## src/rtl/capture_seq_pkg.sv

```systemverilog
// -----------------------------------------------------------------------------
// capture_seq_pkg
// Shared definitions for the capture sequencer: the FSM state encoding, the
// vertical-timing register addresses written at the start of every frame, and
// the default gap and watchdog lengths.
// -----------------------------------------------------------------------------
package capture_seq_pkg;

   typedef enum logic [2:0] {
      ST_IDLE  = 3'd0,
      ST_CFG1  = 3'd1,
      ST_CFG2  = 3'd2,
      ST_CFG3  = 3'd3,
      ST_TRIG  = 3'd4,
      ST_WAIT  = 3'd5,
      ST_GAP   = 3'd6,
      ST_DRAIN = 3'd7
   } state_t;

   // Shutter register addresses in the vertical timing FSM (MSB first).
   localparam logic [1:0] REG_SHUT_HI  = 2'd1;
   localparam logic [1:0] REG_SHUT_MID = 2'd2;
   localparam logic [1:0] REG_SHUT_LO  = 2'd3;

   // Idle cycles between frames and readout watchdog limit, in clk cycles.
   localparam logic [15:0] GAP_CYC_DEF  = 16'd300;
   localparam logic [15:0] WDOG_CYC_DEF = 16'd8192;

endpackage

```

## src/rtl/capture_seq_edge_det.sv

```systemverilog
// -----------------------------------------------------------------------------
// capture_seq_edge_det
// Rising-edge detector built on a registered copy of the input.
//   clk   in   clock
//   rst   in   asynchronous active-low reset
//   din   in   level to watch
//   rise  out  high for the cycle in which din is 1 and was 0 on the last edge
// -----------------------------------------------------------------------------
module capture_seq_edge_det (
   input  logic clk,
   input  logic rst,
   input  logic din,
   output logic rise
);

   logic prev_reg;

   always_ff @(posedge clk or negedge rst) begin
      if (!rst) begin
         prev_reg <= 1'b0;
      end else begin
         prev_reg <= din;
      end
   end

   assign rise = din & ~prev_reg;

endmodule

```

## src/rtl/capture_seq.sv

```systemverilog
// -----------------------------------------------------------------------------
// capture_seq
// Burst capture sequencer. On start it latches the exposure time and frame
// count, then for every frame writes the three shutter registers of the
// vertical timing FSM, fires a one-cycle trigger, waits for the end-of-frame
// edge on vdone (with a watchdog on vact activity), and idles GAP_CYC cycles
// before the next frame.
//   clk         in   pixel clock
//   rst         in   asynchronous active-low reset
//   start       in   begin a burst (accepted in IDLE only, not with abort)
//   abort       in   stop the burst
//   shutter     in   exposure time, 125 us units
//   nframes     in   frames per burst (0 means 1)
//   cfg_a/d/we  out  register write port to the vertical timing FSM
//   trigger     out  frame trigger
//   vact        in   line-active level from the vertical timing FSM
//   vdone       in   frame-done level from the vertical timing FSM
//   busy        out  sequencer not idle
//   frame_idx   out  frames completed in the current burst
//   frame_done  out  pulse per completed frame
//   burst_done  out  pulse when a burst finishes normally
//   err_wdog    out  sticky watchdog error, cleared by the next start
// -----------------------------------------------------------------------------
module capture_seq
   import capture_seq_pkg::*;
#(
   parameter logic [15:0] GAP_CYC  = GAP_CYC_DEF,
   parameter logic [15:0] WDOG_CYC = WDOG_CYC_DEF
) (
   input  logic        clk,
   input  logic        rst,
   input  logic        start,
   input  logic        abort,
   input  logic [23:0] shutter,
   input  logic [7:0]  nframes,
   output logic [1:0]  cfg_a,
   output logic [7:0]  cfg_d,
   output logic        cfg_we,
   output logic        trigger,
   input  logic        vact,
   input  logic        vdone,
   output logic        busy,
   output logic [7:0]  frame_idx,
   output logic        frame_done,
   output logic        burst_done,
   output logic        err_wdog
);

   state_t      state_reg;
   logic [23:0] shutter_reg;
   logic [7:0]  nframes_reg;
   logic [15:0] gap_cnt_reg;
   logic [15:0] wdog_cnt_reg;
   logic        wdog_armed_reg;

   logic        vdone_rise;
   logic        vact_rise;
   logic [7:0]  idx_inc;
   logic        last_frame;
   logic        wdog_expired;

   capture_seq_edge_det u_vdone_edge (
      .clk  (clk),
      .rst  (rst),
      .din  (vdone),
      .rise (vdone_rise)
   );

   capture_seq_edge_det u_vact_edge (
      .clk  (clk),
      .rst  (rst),
      .din  (vact),
      .rise (vact_rise)
   );

   // frame_idx < nframes_reg <= 255 whenever this is used, so no wrap.
   assign idx_inc    = frame_idx + 8'd1;
   assign last_frame = !(idx_inc < nframes_reg);

   // Only a timer that has seen vact activity can expire; any edge this
   // cycle counts as activity and takes priority.
   assign wdog_expired = wdog_armed_reg && !vact_rise && !vdone_rise &&
                         (wdog_cnt_reg == WDOG_CYC - 16'd1);

   assign busy = (state_reg != ST_IDLE);

   always_ff @(posedge clk or negedge rst) begin
      if (!rst) begin
         state_reg      <= ST_IDLE;
         shutter_reg    <= 24'd0;
         nframes_reg    <= 8'd0;
         gap_cnt_reg    <= 16'd0;
         wdog_cnt_reg   <= 16'd0;
         wdog_armed_reg <= 1'b0;
         cfg_a          <= 2'd0;
         cfg_d          <= 8'd0;
         cfg_we         <= 1'b0;
         trigger        <= 1'b0;
         frame_idx      <= 8'd0;
         frame_done     <= 1'b0;
         burst_done     <= 1'b0;
         err_wdog       <= 1'b0;
      end else begin
         // Strobes are asserted only on the transition into their state.
         cfg_we     <= 1'b0;
         trigger    <= 1'b0;
         frame_done <= 1'b0;
         burst_done <= 1'b0;

         // Watchdog runs while waiting for end of frame, including DRAIN.
         if (state_reg == ST_WAIT || state_reg == ST_DRAIN) begin
            if (vact_rise) begin
               wdog_armed_reg <= 1'b1;
               wdog_cnt_reg   <= 16'd0;
            end else if (wdog_armed_reg) begin
               wdog_cnt_reg <= wdog_cnt_reg + 16'd1;
            end
         end

         case (state_reg)
            ST_IDLE: begin
               if (start && !abort) begin
                  shutter_reg <= shutter;
                  nframes_reg <= (nframes == 8'd0) ? 8'd1 : nframes;
                  frame_idx   <= 8'd0;
                  err_wdog    <= 1'b0;
                  state_reg   <= ST_CFG1;
                  cfg_we      <= 1'b1;
                  cfg_a       <= REG_SHUT_HI;
                  cfg_d       <= shutter[23:16];
               end
            end

            ST_CFG1: begin
               if (abort) begin
                  state_reg <= ST_IDLE;
               end else begin
                  state_reg <= ST_CFG2;
                  cfg_we    <= 1'b1;
                  cfg_a     <= REG_SHUT_MID;
                  cfg_d     <= shutter_reg[15:8];
               end
            end

            ST_CFG2: begin
               if (abort) begin
                  state_reg <= ST_IDLE;
               end else begin
                  state_reg <= ST_CFG3;
                  cfg_we    <= 1'b1;
                  cfg_a     <= REG_SHUT_LO;
                  cfg_d     <= shutter_reg[7:0];
               end
            end

            ST_CFG3: begin
               if (abort) begin
                  state_reg <= ST_IDLE;
               end else begin
                  state_reg <= ST_TRIG;
                  trigger   <= 1'b1;
               end
            end

            ST_TRIG: begin
               if (abort) begin
                  state_reg <= ST_IDLE;
               end else begin
                  // Exposure before the first vact edge is not timed.
                  state_reg      <= ST_WAIT;
                  wdog_armed_reg <= 1'b0;
                  wdog_cnt_reg   <= 16'd0;
               end
            end

            ST_WAIT: begin
               if (vdone_rise) begin
                  frame_idx  <= idx_inc;
                  frame_done <= 1'b1;
                  if (abort || last_frame) begin
                     state_reg  <= ST_IDLE;
                     burst_done <= !abort;
                  end else begin
                     state_reg   <= ST_GAP;
                     gap_cnt_reg <= 16'd0;
                  end
               end else if (wdog_expired) begin
                  err_wdog  <= 1'b1;
                  state_reg <= ST_IDLE;
               end else if (abort) begin
                  state_reg <= ST_DRAIN;
               end
            end

            ST_DRAIN: begin
               if (vdone_rise) begin
                  frame_idx  <= idx_inc;
                  frame_done <= 1'b1;
                  state_reg  <= ST_IDLE;
               end else if (wdog_expired) begin
                  err_wdog  <= 1'b1;
                  state_reg <= ST_IDLE;
               end
            end

            ST_GAP: begin
               if (abort) begin
                  state_reg <= ST_IDLE;
               end else if ((gap_cnt_reg + 16'd1) >= GAP_CYC) begin
                  state_reg <= ST_CFG1;
                  cfg_we    <= 1'b1;
                  cfg_a     <= REG_SHUT_HI;
                  cfg_d     <= shutter_reg[23:16];
               end else begin
                  gap_cnt_reg <= gap_cnt_reg + 16'd1;
               end
            end

            default: begin
               state_reg <= ST_IDLE;
            end
         endcase
      end
   end

endmodule
```

## config.mk

```make
export PLATFORM = sky130hd
export DESIGN_NAME = capture_seq
export DESIGN_NICKNAME = d
export VERILOG_FILES = /design/src/rtl/capture_seq_pkg.sv /design/src/rtl/capture_seq_edge_det.sv /design/src/rtl/capture_seq.sv
export SDC_FILE = /design/constraint.sdc
export NUM_CORES = 1
export LEC_CHECK = 0
export CORE_ASPECT_RATIO = 1.75
export CORE_MARGIN = 2
export CORE_UTILIZATION = 40
export CTS_CLUSTER_DIAMETER = 50
export DETAILED_ROUTE_END_ITERATION = 8
export SETUP_SLACK_MARGIN = 0.02
export SLEW_MARGIN = 20
export SYNTH_ARGS = -nofsm -noshare
export SYNTH_HDL_FRONTEND = slang
export SYNTH_SLANG_ARGS = --single-unit
```

## constraint.sdc

```tcl
create_clock -name clk -period 3.8 [get_ports clk]
set_input_delay 0.76 -clock clk [delete_from_list [all_inputs] [get_ports clk]]
set_output_delay 0.76 -clock clk [all_outputs]
set_load 0.005 [all_outputs]
```

# After elaboration in Yosys (flattened, before gate mapping)
# Index checks and enable logic that the tools add are counted.
# word_totals
register_bits,93
latch_bits,0
ram_bits,0
romBits,0
in_bits,38
output_inout_bits,24
elab_cells,130
mem_count,0
# classes
add_sub_neg,3
multipliers,0
div_mod_pow,0
magnitude_cmp,2
eq_ne,22
shift,0
n_mux,59
bitwise,4
reduce_logical,24
# op_table
operator,count
16-bit two-way mux,9
8-bit two-way mux,8
3-bit two-way mux,11
"16-bit by 1-bit adder with 16-bit output, second input constant",2
16-bit one-hot mux with 2 select lines,1
8-bit one-hot mux with 4 select lines,1
3-bit one-hot mux with 8 select lines,1
"2-bit inequality test, second input constant",9
1-bit two-way mux,17
"16-bit by 13-bit == test with 1-bit output, second input constant",1
"16-bit by 9-bit greater-or-equal comparator with 1-bit output, second input constant",1
8-bit one-hot mux with 2 select lines,1
2-bit two-way mux,7
"3-bit == test, second input constant",4
"8-bit by 1-bit adder with 8-bit output, second input constant",1
8-bit zero test,1
8-bit less-than comparator,1
2-bit one-hot mux with 4 select lines,1
4-bit AND reduction,2
"3-bit by 2-bit == test with 1-bit output, second input constant",2
"3-bit inequality test, second input constant",2
6-bit AND reduction,1
5-bit AND reduction,1
1-bit logical AND,4
16 further kinds,25

# Longest topological paths before layout
# depth
ltp_word,9
ltp_mapped,12
mapped_depth_nobuf,12

# Modules after synthesis
# Synthesis repeated with hierarchy kept, for this count alone.
# hier_totals
hier_cells,488
hier_area_um2,4981.0
# by_module_without_submodules
mod,instances,cells_per_inst,area_each_um2,seq_area_each_um2
capture_seq,1,484,4903.5,2277.2
capture_seq_edge_det,2,2,38.8,25.0

# Worst setup path before layout
# OpenSTA, ideal clock, no wires.
# synth_path
path_type,reg-to-reg
start,register frame_idx[0]
end,register state_reg[2]
setup_ns,0.076
t_arrival_ns,2.819
t_required_ns,3.724
setup_slack_ns,0.905
path_stages_with_launch,13
path_buffers,0
period_less_slack_ns,2.895
cell_sequence,dfrtp_1 and3_1 and3_1 and3_1 xor2_1 ha_1 a21oi_1 o21ai_0 a21oi_1 a21oi_1 or4b_2 nor2b_1 o21ai_1
# synth_between
elab_chain_cells,7
# synth_lines
element,line_no,source
from (decl),capture_seq.sv:43,"output logic [7:0] frame_idx,"
from (signal assigned),capture_seq.sv:178,frame_idx <= idx_inc;
from (signal assigned),capture_seq.sv:197,frame_idx <= idx_inc;
8-bit by 1-bit adder with 8-bit output,capture_seq.sv:77,assign idx_inc = frame_idx + 8'd1;
8-bit less-than comparator,capture_seq.sv:78,assign last_frame = !(idx_inc < nframes_reg);
1-bit zero test,capture_seq.sv:78,
1-bit logical OR,capture_seq.sv:180,if (abort || last_frame) begin
3-bit two-way mux,capture_seq.sv:180,
3-bit two-way mux,capture_seq.sv:177,if (vdone_rise) begin
3-bit one-hot mux with 8 select lines,capture_seq.sv:120,case (state_reg)
to (signal assigned),capture_seq.sv:127,state_reg <= ST_CFG1;
to (signal assigned),capture_seq.sv:181,state_reg <= ST_IDLE;
to (signal assigned),capture_seq.sv:184,state_reg <= ST_GAP;
to (decl),capture_seq.sv:49,state_t state_reg;
# No other way between the ends.
# A chain may end at the register's enable or synchronous reset.

# Final worst setup path
# Ends and elaborated chain as after synthesis.

==> results.rst <==
.. list-table::
   :header-rows: 1

   * - Metric
     - Value
   * - Max incr delay on CP
     - 0.65 ns
   * - TritonCTS Buffers
     - 9
   * - Starting Density
     - 40.9%
   * - Worst r2r path cells
     - 13
   * - Placed cell areas
     - 5700 um^2
   * - Area added between synthesis and finish
     - 23.0%
   * - Setup bufs post-CTS
     - 0
   * - Number of remaining DRC errors
     - 0
   * - Critical path startpoint
     - frame_idx[0]
   * - Final standard cell utilization of the core
     - 50.3%
   * - Number of nets produced by synthesis
     - 528
   * - Share of final-layout standard cells stronger than drive strength 1
     - 15.3%
   * - Die Outline Area
     - 13,200 um^2
   * - FILL cells
     - 1,127
   * - Status
     - complete, no violations
   * - Synth Area per Inst
     - 10.2 um^2
   * - Cell Chain, Critical Path
     - and3_1 -> and3_1 -> and3_1 -> xor2_1 -> ha_1 -> a21oi_1 -> o21ai_0 -> a21oi_1 -> buf_4 -> a21oi_1 -> or4b_2 -> nor2b_1 -> o21ai_1
   * - Summed area of non-filler cells in the final layout
     - 6040 um^2
   * - Deepest level of the CTS H-tree
     - 3
   * - Port Buffer Count
     - 61
   * - WL final
     - 11,700 um
   * - Avg Vias per Cell
     - 5.47
   * - Slew at the pin closest to its max-slew limit
     - 0.735 ns
   * - Half-perimeter wire length of the detailed placement result
     - 8470 um
   * - Data arrival time at the worst-slack endpoint
     - 3.42 ns
   * - Number of antenna violations at the first check in global routing
     - 0
   * - Post-route antenna net violation count
     - 0
   * - Number of warning messages in the yosys log
     - 0
   * - Routed length per instance
     - 16.5 um
   * - Number of nets in the layout
     - 587
   * - Number of storage elements in the synthesis netlist
     - 93
   * - Highest achievable clock rate
     - 317 MHz
   * - Number of global-route vias before repair
     - 4,098
   * - Worst endpoint required time
     - 4.06 ns
   * - Maximum clock skew at final layout
     - 0.00459 ns
   * - Later-pin clock latency in the skew report
     - 0.34 ns
   * - Number of optimization iterations in the first detailed-route pass
     - 4
   * - Cell Rows
     - 53
   * - Power density cells
     - 692 nW/um^2
   * - Number of sinks driven by the clock tree
     - 93
   * - Headroom to the max-slew limit
     - 51.0%
   * - Ratio of final minimum period to clock period
     - 83.1%
   * - Resized Gates After CTS
     - 0
   * - Number of enable-type register cells in the synthesized netlist
     - 0
   * - Flip-flop count of the largest register after layout
     - 24
   * - CTS tree
     - built
   * - Commonest register cell after synthesis
     - sky130_fd_sc_hd__dfrtp_1
   * - Cells after synthesis
     - 480
   * - Static power due to leakage
     - 2.62 nW
   * - Die Y-Extent
     - 151 um
   * - Post-route non-filler standard cell count
     - 709
   * - Final number of hold-violating endpoints
     - 0
   * - Count of hold-fix buffers inserted at cts
     - 0
   * - Hold/Removal Path Class
     - primary input to async pin
   * - Width of the die
     - 87.8 um
   * - Synthesized area
     - 4910 um^2
   * - Overall Global Routing Usage
     - 19.1%
   * - Routing layer with the top usage in global route
     - met2
   * - Endpoint type of the worst setup path
     - register
   * - Antenna Diode Count
     - 0
   * - Max-cap violations
     - 0
   * - Top post-synthesis cells by area
     - sky130_fd_sc_hd__dfrtp_1 47%, sky130_fd_sc_hd__mux2_2 7.1%, sky130_fd_sc_hd__nand2_1 3.6%, sky130_fd_sc_hd__o21ai_0 2.9%, sky130_fd_sc_hd__nand3_1 2.6%
   * - Core area
     - 12,000 um^2
   * - Top fanout value on the critical path
     - 7
   * - Initial DRC Count
     - 196
   * - GR Util met3
     - 3.40%
   * - Worst-path cell with the longest stage delay
     - sky130_fd_sc_hd__or4b_2
   * - Worst flop-to-flop path endpoint
     - state_reg[2]
   * - Library cell occupying the most area in the post-synthesis netlist
     - sky130_fd_sc_hd__dfrtp_1
   * - Root buffer cell
     - sky130_fd_sc_hd__clkbuf_16
   * - Startpoint type of the worst setup path
     - register
   * - Reg2Reg Launch Point
     - frame_idx[0]
   * - CTS clock-pin slew for the worst setup and hold paths
     - 0.07 ns
   * - Fraction of met2 tracks used by global routing
     - 33.8%
   * - Max rail drop VDD
     - 0.341 mV
   * - Overflow left after global routing
     - 0
   * - Total Neg Setup Slack
     - 0 ns
   * - Global placer's final weighted congestion
     - 0.870
   * - RSZ-0062 raised after global routing
     - false
   * - Wire length of the first global-routing pass
     - 19,800 um
   * - Count of cell types in the netlist
     - 66
   * - I/O pin count
     - 62
   * - Via count
     - 3,881
   * - Sequential area share after synthesis
     - 47.4%
   * - Count of final max-slew check failures
     - 0
   * - Register-to-register setup slack
     - 0.64 ns
   * - Number of buffers on the longest clock path
     - 2
   * - Crit Path Class
     - register to register
   * - Min Tclk post-route
     - 3.16 ns
   * - Synth top area share
     - 47.4%
   * - GR Util met1
     - 22.1%
   * - FFs w/ async S/R, synth
     - 100%
   * - Pin count of the biggest net entering global routing
     - 57
   * - Total placed cells including tap cells
     - 693
   * - # setup viols final
     - 0
-- layout make-up --
class	instances	area, um^2	share of cell area, %
inverters	19	71.3	1.18
repair buffers	70	688	11.4
multi-input cells	346	2410	39.9
clock inverters	6	111	1.84
well taps	165	206	3.42
flip-flops and latches	93	2330	38.5
clock buffers	10	229	3.79
-- layer usage --
layer | wire [um] | part of all wire (%)
met5 | 0 | 0
met4 | 279 | 2.4
met3 | 359 | 3.1
met2 | 6440 | 55
met1 | 4640 | 40
-- where the power goes --
part	leakage, nW	internal [mW]	switching [mW]
registers	1.17	1.36	0.326
clock network	0.163	0.643	0.382
logic	1.28	0.787	0.680
total	2.62	2.79	1.39
-- worst max path at each step --
stage	to	slack (ns)	cells after the start
6_report	state_reg[2]	0.64	13
5_1_grt	state_reg[2]	0.41	13
4_1_cts	state_reg[2]	0.63	13
3_5_place_dp	state_reg[2]	0.67	13
3_3_place_gp	state_reg[2]	0.73	13
2_1_floorplan	state_reg[2]	0.91	12
-- synthesized netlist by cell type, types with 3 or more instances --
cell	number
sky130_fd_sc_hd__dfrtp_1	93
sky130_fd_sc_hd__nand2_1	47
sky130_fd_sc_hd__mux2_2	31
sky130_fd_sc_hd__nor2_1	29
sky130_fd_sc_hd__o21ai_0	28
sky130_fd_sc_hd__nand3_1	26
sky130_fd_sc_hd__and3_1	18
sky130_fd_sc_hd__a21oi_1	16
sky130_fd_sc_hd__clkbuf_1	15
sky130_fd_sc_hd__inv_1	15
sky130_fd_sc_hd__xor2_1	13
sky130_fd_sc_hd__ha_1	10
sky130_fd_sc_hd__o22ai_1	9
sky130_fd_sc_hd__xnor2_1	9
sky130_fd_sc_hd__a221oi_1	8
sky130_fd_sc_hd__mux2_4	8
sky130_fd_sc_hd__nand4_1	8
sky130_fd_sc_hd__nor3_1	8
sky130_fd_sc_hd__o21ai_1	6
sky130_fd_sc_hd__o22a_1	6
sky130_fd_sc_hd__nor2b_1	5
sky130_fd_sc_hd__nor2_2	4
sky130_fd_sc_hd__nor4_1	4
sky130_fd_sc_hd__and3b_1	3
sky130_fd_sc_hd__buf_6	3
sky130_fd_sc_hd__o211ai_1	3
-- cell families after synthesis --
group / count (synthesis) / share of synthesized area [%]
simple gates: 176 / 19.3
compound gates: 97 / 13.2
buf+inv: 41 / 3.72
mux: 41 / 9.95
xor+xnor: 22 / 3.92
fa+ha+maj: 10 / 2.55
flops: 93 / 47.4
-- metrics by stage --
stage	hold WS, ns	setup slack (ns)	power [mW]
2_1_floorplan	0.443	0.905	2.65
3_3_place_gp	0.464	0.731	3.13
3_5_place_dp	0.479	0.665	3.17
4_1_cts	0.495	0.630	4.22
5_1_grt	0.521	0.412	4.47
6_report	0.467	0.644	4.18
-- worst max-delay path: cells and delay by family (launching register included) --
kind	cells	cell delay, ns
AO/OA/AOI/OAI	5	0.59
AND/OR/NAND/NOR	5	1.41
XOR/XNOR	1	0.18
buffers and inverters	1	0.16
adder cells (fa/ha/maj)	1	0.27
flip-flops	1	0.45
-- cells in the final DEF (no fill, tap or decap), types with 3 or more instances in the layout --
cell and n:
sky130_fd_sc_hd__nand2_1 47, sky130_fd_sc_hd__nor3_1 8, sky130_fd_sc_hd__nand3_1 25, sky130_fd_sc_hd__nor4_1 4, sky130_fd_sc_hd__nor2_2 4, sky130_fd_sc_hd__o22a_1 6
sky130_fd_sc_hd__xor2_1 13, sky130_fd_sc_hd__nor2b_1 5, sky130_fd_sc_hd__clkbuf_16 9, sky130_fd_sc_hd__bufinv_16 3, sky130_fd_sc_hd__o211ai_1 3, sky130_fd_sc_hd__o22ai_1 9
sky130_fd_sc_hd__o21ai_0 28, sky130_fd_sc_hd__ha_1 10, sky130_fd_sc_hd__clkdlybuf4s50_1 60, sky130_fd_sc_hd__a21oi_1 16, sky130_fd_sc_hd__xnor2_1 9, sky130_fd_sc_hd__dfrtp_1 93
sky130_fd_sc_hd__mux2_4 8, sky130_fd_sc_hd__nand4_1 8, sky130_fd_sc_hd__o21ai_1 6, sky130_fd_sc_hd__nor2_1 29, sky130_fd_sc_hd__and3_1 18, sky130_fd_sc_hd__mux2_2 31
sky130_fd_sc_hd__buf_4 9, sky130_fd_sc_hd__inv_1 15, sky130_fd_sc_hd__a221oi_1 8, sky130_fd_sc_hd__and3b_1 3
No activity file was read; power rests on OpenSTA's default activity.
